$ cat src/rtl/defs_pkg.sv
// ============================================================================
// Module : defs
// Brief  : Shared UART bit timing, parity encodings and transmitter states.
// Rev    : 1.0  initial release
// ============================================================================
`default_nettype none

package defs;
  localparam int N          = 15;
  localparam int count_bits = 4;

  localparam logic [1:0] PAR_NONE = 2'b00;
  localparam logic [1:0] PAR_ODD  = 2'b01;
  localparam logic [1:0] PAR_EVEN = 2'b10;

  typedef enum logic [2:0] {
    IDLE   = 3'd0,
    START  = 3'd1,
    DATA   = 3'd2,
    PARITY = 3'd3,
    STOP   = 3'd4
  } tx_state_t;
endpackage

`default_nettype wire

$ cat src/rtl/uart_bit_timer.sv
// ============================================================================
// Module : uart_bit_timer
// Brief  : Oversample counter 0..N with synchronous clear and bit-end strobe.
// Rev    : 1.0  initial release
// ============================================================================
`default_nettype none

module uart_bit_timer
  import defs::*;
(
  input  logic tick,
  input  logic reset_n,
  input  logic clear,
  output logic bit_end
);

  logic [count_bits-1:0] count;

  assign bit_end = (count == count_bits'(N));

  always_ff @(posedge tick or negedge reset_n) begin
    if (!reset_n) begin
      count <= '0;
    end else if (clear || bit_end) begin
      count <= '0;
    end else begin
      count <= count + 1'b1;
    end
  end

endmodule

`default_nettype wire

$ cat src/rtl/uart_tx.sv
// ============================================================================
// Module : uart_tx
// Brief  : UART transmitter, 7/8 data bits, optional parity, 1/2 stop bits.
// Rev    : 1.0  initial release
// ============================================================================
`default_nettype none

module uart_tx
  import defs::*;
(
  input  logic       tick,
  input  logic       reset_n,
  input  logic       tx_start,
  input  logic [7:0] data_in,
  input  logic       d_num,
  input  logic       s_num,
  input  logic [1:0] par,
  output logic       tx,
  output logic       tx_busy,
  output logic       tx_done
);

  tx_state_t  state;
  logic [7:0] data_r;
  logic [7:0] shift_r;
  logic       d_num_r;
  logic       s_num_r;
  logic [1:0] par_r;
  logic [2:0] bit_idx;
  logic       stop_cnt;

  logic       bit_end;
  logic [7:0] par_data;
  logic       par_bit;
  logic       par_en;
  logic [2:0] last_idx;

  uart_bit_timer u_bit_timer (
    .tick    (tick),
    .reset_n (reset_n),
    .clear   (state == IDLE),
    .bit_end (bit_end)
  );

  // Bit 7 only contributes when it is actually transmitted.
  assign par_data = d_num_r ? data_r : {1'b0, data_r[6:0]};
  assign par_bit  = (par_r == PAR_ODD) ? ~^par_data : ^par_data;
  assign par_en   = (par_r == PAR_ODD) || (par_r == PAR_EVEN);
  assign last_idx = d_num_r ? 3'd7 : 3'd6;

  always_ff @(posedge tick or negedge reset_n) begin
    if (!reset_n) begin
      state    <= IDLE;
      data_r   <= '0;
      shift_r  <= '0;
      d_num_r  <= 1'b0;
      s_num_r  <= 1'b0;
      par_r    <= PAR_NONE;
      bit_idx  <= '0;
      stop_cnt <= 1'b0;
      tx       <= 1'b1;
      tx_busy  <= 1'b0;
      tx_done  <= 1'b0;
    end else begin
      tx_done <= 1'b0;
      case (state)
        IDLE: begin
          tx      <= 1'b1;
          tx_busy <= 1'b0;
          if (tx_start) begin
            data_r  <= data_in;
            shift_r <= data_in;
            d_num_r <= d_num;
            s_num_r <= s_num;
            par_r   <= par;
            state   <= START;
            tx      <= 1'b0;
            tx_busy <= 1'b1;
          end
        end
        START: begin
          if (bit_end) begin
            state   <= DATA;
            bit_idx <= 3'd0;
            tx      <= shift_r[0];
          end
        end
        DATA: begin
          if (bit_end) begin
            shift_r <= {1'b0, shift_r[7:1]};
            if (bit_idx == last_idx) begin
              if (par_en) begin
                state <= PARITY;
                tx    <= par_bit;
              end else begin
                state    <= STOP;
                stop_cnt <= 1'b0;
                tx       <= 1'b1;
              end
            end else begin
              bit_idx <= bit_idx + 3'd1;
              tx      <= shift_r[1];
            end
          end
        end
        PARITY: begin
          if (bit_end) begin
            state    <= STOP;
            stop_cnt <= 1'b0;
            tx       <= 1'b1;
          end
        end
        STOP: begin
          if (bit_end) begin
            if (s_num_r && !stop_cnt) begin
              stop_cnt <= 1'b1;
            end else begin
              state    <= IDLE;
              stop_cnt <= 1'b0;
              tx_busy  <= 1'b0;
              tx_done  <= 1'b1;
            end
          end
        end
        default: begin
          state   <= IDLE;
          tx      <= 1'b1;
          tx_busy <= 1'b0;
        end
      endcase
    end
  end

endmodule

`default_nettype wire

$ cat config.mk
export PLATFORM = sky130hd
export DESIGN_NAME = uart_tx
export DESIGN_NICKNAME = d
export VERILOG_FILES = /design/src/rtl/defs_pkg.sv /design/src/rtl/uart_bit_timer.sv /design/src/rtl/uart_tx.sv
export SDC_FILE = /design/constraint.sdc
export NUM_CORES = 1
export LEC_CHECK = 0
export CAP_MARGIN = 10
export CELL_PAD_IN_SITES_DETAIL_PLACEMENT = 0
export CELL_PAD_IN_SITES_GLOBAL_PLACEMENT = 1
export CORE_MARGIN = 2
export CORE_UTILIZATION = 30
export CTS_CLUSTER_DIAMETER = 80
export DETAILED_ROUTE_END_ITERATION = 10
export PLACE_DENSITY_LB_ADDON = 0.1
export SYNTH_ARGS = -nofsm -noshare
export SYNTH_HDL_FRONTEND = slang
export SYNTH_SLANG_ARGS = --single-unit
$ cat constraint.sdc
create_clock -name tick -period 3.8 [get_ports tick]
set_input_delay 0.38 -clock tick [delete_from_list [all_inputs] [get_ports tick]]
set_output_delay 0.38 -clock tick [all_outputs]
set_load 0.01 [all_outputs]
== Word-level counts from Yosys, hierarchy flattened ==
Index checks and enable logic that the tools add are counted.

* Bits in read-only memories: 0
* Input bits: 15
* Word-level logic and storage cells: 92
* Output and inout bits: 3
* Memories kept: 0
* RAM bits: 0
* Bits in latches: 0
* Register bits after elaboration: 34

* Eq/ne operators: 17
* Multiply operators: 0
* Reduce and logical (&&, ||, !) cells: 18
* Mux-type cells: 41
* Add/sub/neg operators: 2
* Magnitude comparators: 0
* Bitwise operators: 2
* Shift operators: 0
* Div/mod/pow operators: 0

{| class="wikitable"
|+ Operators with widths
! operator !! number
|-
| $mux 3 || 11
|-
| $mux 8 || 3
|-
| $mux 1 || 20
|-
| $pmux 8 s2 || 1
|-
| $pmux 3 s5 || 1
|-
| $ne 2x2->1 const B || 5
|-
| $ne 2x1->1 const B || 4
|-
| $reduce_and 4->1 || 2
|-
| $reduce_xnor 8->1 || 1
|-
| $reduce_xor 8->1 || 1
|-
| $reduce_and 7->1 || 1
|-
| $eq 3x2->1 const B || 2
|-
| $pmux 1 s3 || 2
|-
| $pmux 3 s2 || 1
|-
| $reduce_and 3->1 || 2
|-
| $reduce_and 6->1 || 1
|-
| $pmux 1 s5 || 1
|-
| $add 4x1->4 const B || 1
|-
| $eq 4x4->1 const B || 1
|-
| $mux 4 || 1
|-
| $reduce_bool 2->1 || 2
|-
| $add 3x1->3 const B || 1
|-
| $eq 3x1->1 const B || 1
|-
| $eq 3x3->1 || 1
|-
| 11 further kinds || 13
|}

== Depth between registers and ports, before layout ==
* Word-level depth: 7
* Depth in mapped cells: 7
* Gate-level depth less buffers: 7

== By module ==
From an unflattened synthesis, not the netlist that was laid out.

* Cell total of the unflattened synthesis: 153
* Area, all modules: 1715.4 um2

{| class="wikitable"
|+ By module, submodules not included
! module !! area an instance (um2) !! cells each !! times used !! sequential area each (um2)
|-
| uart_tx || 1544.0 || 140 || 1 || 752.0
|-
| uart_bit_timer || 171.4 || 13 || 1 || 100.1
|}

== Worst setup path after synthesis ==
Ideal clock, no wire load.

* Path kind: register to register
* From: register u_bit_timer.count[0]
* To: register state[0]
* Setup slack: 2.129 ns
* Stages on the path, launching flop included: 8
* Buffers on the path: 1
* Library setup time: 0.125 ns
* Period minus slack after synthesis: 1.671 ns
* Required time: 3.675 ns
* Data arrival time: 1.546 ns
* Cell sequence: dfrtp_1 -> ha_1 -> and3_1 -> buf_6 -> nor3_1 -> a21oi_2 -> o21bai_4 -> mux2_4

* Word-level cells in the longest chain between the ends: 3
* Elaborated cells on any way between the ends: 6
* Classes of those cells: 5 x eq/ne; 1 x reduce/logical

{| class="wikitable"
|+ Ends and longest elaborated chain
! what !! RTL line !! RTL
|-
| from (decl) || uart_bit_timer.sv:17 || <nowiki>logic [count_bits-1:0] count;</nowiki>
|-
| from (signal assigned) || uart_bit_timer.sv:27 || <nowiki>count <= count + 1'b1;</nowiki>
|-
| $eq 4x4->1 (*) || uart_bit_timer.sv:19 || <nowiki>assign bit_end = (count == count_bits'(N));</nowiki>
|-
| $ne 2x1->1 (no line) || -- ||
|-
| $reduce_and 7->1 (no line) (*) || -- ||
|-
| to (signal assigned) || uart_tx.sv:53 || <nowiki>state <= IDLE;</nowiki>
|-
| to (signal assigned) || uart_tx.sv:76 || <nowiki>state <= START;</nowiki>
|-
| to (signal assigned) || uart_tx.sv:83 || <nowiki>state <= DATA;</nowiki>
|-
| to (decl) || uart_tx.sv:23 || <nowiki>tx_state_t state;</nowiki>
|}

Mark *: on every way between the ends. The rest lies on a longest branch, timed or not.
A chain may end at the register's enable or synchronous reset.

== Worst setup path after layout ==
* From: register state[0]
* To: register data_r[1]

* Word-level cells in the longest chain between the ends: 2

{| class="wikitable"
|+ Ends and longest elaborated chain
! what !! RTL line !! RTL
|-
| $logic_not 3->1 || uart_tx.sv:66 || <nowiki>case (state)</nowiki>
|-
| $reduce_and 2->1 (no line) || -- ||
|-
| to (signal assigned) || uart_tx.sv:71 || <nowiki>data_r <= data_in;</nowiki>
|-
| to (decl) || uart_tx.sv:24 || <nowiki>logic [7:0] data_r;</nowiki>
|}

Every way passes these cells.

==> out/summary.txt <==
PLACE
----------------------------------------------------------------------------------------
RePlAce Congestion                                                                 0.741
Final HPWL from detailed placement                                               2560 um
Worst slack, placed                                                              1.63 ns
Cell area after placement                                                       2000 um2
DP Cell Count                                                                        242
Input/output buffers                                                                  17

STA
----------------------------------------------------------------------------------------
Worst slew margin relative to its limit                                            45.7%
Final Skew                                                                    0.00801 ns
Peak Freq                                                                        471 MHz
Final setup fails                                                                      0
Final critical-path setup slack                                                  1.67 ns
Slew at the pin with the worst max-slew slack                                   0.814 ns
Setup repair after global routing missed its margin                                false
Worst hold margin                                                               0.468 ns
Final period demand of the worst path                                            2.13 ns
Setup TNS                                                                           0 ns
Final Hold Fails                                                                       0
Final number of max-transition violations                                              0
Final period utilization                                                           55.9%

GRT
----------------------------------------------------------------------------------------
Total grt overflow                                                                     0
Initial antenna violation count                                                        0
Number of global-route vias before repair                                           1230
Global-route wire length before repair                                           6170 um
Largest net degree at the start of global routing                                     35
GRT Total Usage                                                                    12.3%

WORST SETUP PATH
----------------------------------------------------------------------------------------
Critical R2R Capture                                                        data_r[1]$_DFFE_PN0P_
Category of cells accounting for the largest share of critical-path delay   simple AND/OR/NAND/NOR gates
Critical Path RT                                                                 3.97 ns
Count of buffer and inverter cells on the critical path                                0
Slack of the worst reg-to-reg path                                               1.67 ns
Nature of the critical path startpoint                                              flop
CP max stage delay                                                               0.71 ns
Largest fanout of any net on the critical path                                        15
Crit path capture                                                           data_r[1]$_DFFE_PN0P_
Arrival time at the worst endpoint                                               2.30 ns
Startpoint of the most critical setup path                                  state[0]$_DFFE_PN0P_
Startpoint of the lowest-slack register-to-register path                    state[0]$_DFFE_PN0P_
Nature of the critical path endpoint                                                flop
CP Cell Sequence                                                            nor3_1 > and2_1 > mux2_2
Slowest-stage cell, CP                                                      sky130_fd_sc_hd__and2_1
Depth of the critical timing path with buffers and inverters included                  3
Startpoint-to-endpoint class of the critical path                                reg2reg
Register-to-Register Path Depth                                                        3

FLOORPLANNING
----------------------------------------------------------------------------------------
Floorplan die area                                                              6710 um2
Horizontal extent of the die                                                     81.9 um
Core area                                                                       5890 um2
Boundary pin count                                                                    18
Die height                                                                       81.9 um
Row count                                                                             28
Starting density of the core                                                       30.9%

LOGIC SYNTHESIS
----------------------------------------------------------------------------------------
Number of flops mapped to enable cells by yosys                                        0
Net count of the mapped netlist                                                      175
Prevailing post-synth register cell                                         sky130_fd_sc_hd__dfrtp_1
Yosys cell types                                                                      45
Leading cell types by total area after synthesis                            sky130_fd_sc_hd__dfrtp_1, sky130_fd_sc_hd__mux2_4, sky130_fd_sc_hd__mux2i_1
Register bit count reported by yosys                                                  34
Post-synth top area cell                                                    sky130_fd_sc_hd__dfrtp_1
Synth Instances                                                                      157
Sequential element share of the synthesized area                                   46.8%
Proportion of netlist area held by the largest area contributor                    45.4%
Proportion of synthesized flip-flops having asynchronous set or reset               100%
Mapped cell area                                                                1820 um2
Total of warnings raised by yosys                                                      0
Per-instance average area after synthesis                                       11.6 um2

LAYOUT
----------------------------------------------------------------------------------------
Layout Nets                                                                          192
Layout area overhead                                                               14.8%
Antenna Diode Count                                                                    0
Final cell count without fillers                                                     250
Share of final-layout standard cells stronger than drive strength 1                17.7%
Summed area of non-filler cells in the final layout                             2090 um2

ROUTING
----------------------------------------------------------------------------------------
Average via count per standard cell                                                 4.81
1st-pass router iterations                                                             4
Average wire per cell in the routed design                                       14.0 um
Iteration-0 DRC count of the detailed router                                          61
Total wire length after detailed routing                                         3510 um
Vias                                                                                1202
Antenna-violating nets left                                                            0
Residual DRC                                                                           0

CLOCKING
----------------------------------------------------------------------------------------
CTS Buf Count                                                                          5
TritonCTS clock tree                                                                 yes
CTS H-tree depth                                                                       2
Clk root buf                                                                sky130_fd_sc_hd__clkbuf_8
Clock tree sinks                                                                      34
Register clock-pin slew on the reported worst setup and hold paths               0.07 ns
Number of hold-repair buffers added at the cts stage                                   0
Number of buffers inserted to repair setup after CTS                                   0
Post-cts sizing count                                                                  0
Clk_lat worst skew                                                               0.28 ns
Buffer depth of the longest clock path                                                 2

POWER
----------------------------------------------------------------------------------------
Maximum VDD drop                                                                0.177 mV
Leakage dissipation                                                          0.000871 uW
Pwr dens                                                                      645 nW/um2

HOLD PATH
----------------------------------------------------------------------------------------
Tightest Hold Check Type                                                         reg2reg

JOB
----------------------------------------------------------------------------------------
Max-cap violation count                                                                0

RUN STATUS
----------------------------------------------------------------------------------------
Outcome                                                                     finished clean

## routing by layer
layer | track usage (%) | part of all wire (%) | wire length [um] | vias to the layer above
li1 | - | - | - | 588
met1 | 16.8 | 50 | 1760 | 584
met2 | 18.3 | 44 | 1550 | 26
met3 | 3.63 | 4.1 | 142 | 4
met4 | 4.50 | 1.4 | 49 | 0
met5 | 0 | 0 | 0 | -
## cells by family after synthesis
kind of cell | Yosys count | synth area share (%)
simple gates | 44 | 13.0
buf+inv | 13 | 6.12
xor+xnor | 11 | 6.05
flops | 34 | 46.8
compound gates | 32 | 12.5
mux | 20 | 13.5
fa+ha+maj | 3 | 2.06
## area by class of cell
type / instances / area, um2
fill: 590 / 3790
inverter: 5 / 18.8
clock buffer: 7 / 86.3
clock inverter: 1 / 5.00
timing repair buffer: 18 / 178
tap: 75 / 93.8
sequential: 34 / 852
multi-input combinational: 110 / 857
## stage by stage
step | power (uW) | util (%)
finish | 1350 | 35.5
global route | 1460 | 35.5
CTS | 1370 | 35.5
detailed placement | 1090 | 34.0
global placement | 1080 | 34.0
floorplan | 981 | -
## cells in the mapped netlist (2+ instances only)
cell type	count
sky130_fd_sc_hd__nand2_1	14
sky130_fd_sc_hd__nand3_1	2
sky130_fd_sc_hd__o22ai_1	2
sky130_fd_sc_hd__mux2_2	4
sky130_fd_sc_hd__inv_1	5
sky130_fd_sc_hd__mux2i_1	8
sky130_fd_sc_hd__o21ai_0	12
sky130_fd_sc_hd__a21oi_1	2
sky130_fd_sc_hd__ha_1	3
sky130_fd_sc_hd__a211oi_1	2
sky130_fd_sc_hd__nand3b_1	2
sky130_fd_sc_hd__nor3_1	4
sky130_fd_sc_hd__nor2_1	11
sky130_fd_sc_hd__a31oi_1	2
sky130_fd_sc_hd__mux2_4	8
sky130_fd_sc_hd__buf_6	7
sky130_fd_sc_hd__xnor2_1	8
sky130_fd_sc_hd__dfrtp_1	33
sky130_fd_sc_hd__xor2_1	2
## cell usage in the layout (no fill, tap or decap), types with 5 or more instances in the layout
| cell type | n |
|---|---|
| sky130_fd_sc_hd__mux2i_1 | 8 |
| sky130_fd_sc_hd__inv_1 | 5 |
| sky130_fd_sc_hd__clkdlybuf4s50_1 | 17 |
| sky130_fd_sc_hd__o21ai_0 | 12 |
| sky130_fd_sc_hd__nor2_1 | 11 |
| sky130_fd_sc_hd__dfrtp_1 | 33 |
| sky130_fd_sc_hd__xnor2_1 | 8 |
| sky130_fd_sc_hd__mux2_4 | 8 |
| sky130_fd_sc_hd__nand2_1 | 14 |
| sky130_fd_sc_hd__clkbuf_8 | 6 |
## flip-flops by register name, summed over array words and instances (netlist names)
register / count
u_bit_timer.count: 4
tx_busy: 1
s_num_r: 1
bit_idx: 3
tx_done: 1
shift_r: 8
data_r: 8
stop_cnt: 1
tx: 1
d_num_r: 1
state: 3
par_r: 2
## worst register-to-register path, cell delays in order (launching register included)
cell	delay (ns)
sky130_fd_sc_hd__dfrtp_1	0.55
sky130_fd_sc_hd__nor3_1	0.34
sky130_fd_sc_hd__and2_1	0.71
sky130_fd_sc_hd__mux2_2	0.41
## worst min path at each step
stage                                         from                             end  slack, ns  cells after the start
floorplan                                  reset_n          bit_idx[0]$_DFFE_PN0P_       0.08                      0
detailed placement  u_bit_timer.count[0]$_DFF_PN0_  u_bit_timer.count[0]$_DFF_PN0_       0.46                      1
global placement    u_bit_timer.count[0]$_DFF_PN0_  u_bit_timer.count[0]$_DFF_PN0_       0.45                      1
CTS                 u_bit_timer.count[0]$_DFF_PN0_  u_bit_timer.count[0]$_DFF_PN0_       0.47                      1
global route                shift_r[7]$_DFFE_PN0P_          shift_r[7]$_DFFE_PN0P_       0.52                      1
finish              u_bit_timer.count[0]$_DFF_PN0_  u_bit_timer.count[0]$_DFF_PN0_       0.47                      1
## report_power, final
part / internal [uW] / switching, uW
clock: 146 / 132
combinational: 285 / 210
sequential: 483 / 92.1
total: 915 / 434
Note: power is estimated with default switching activity, not from simulation.
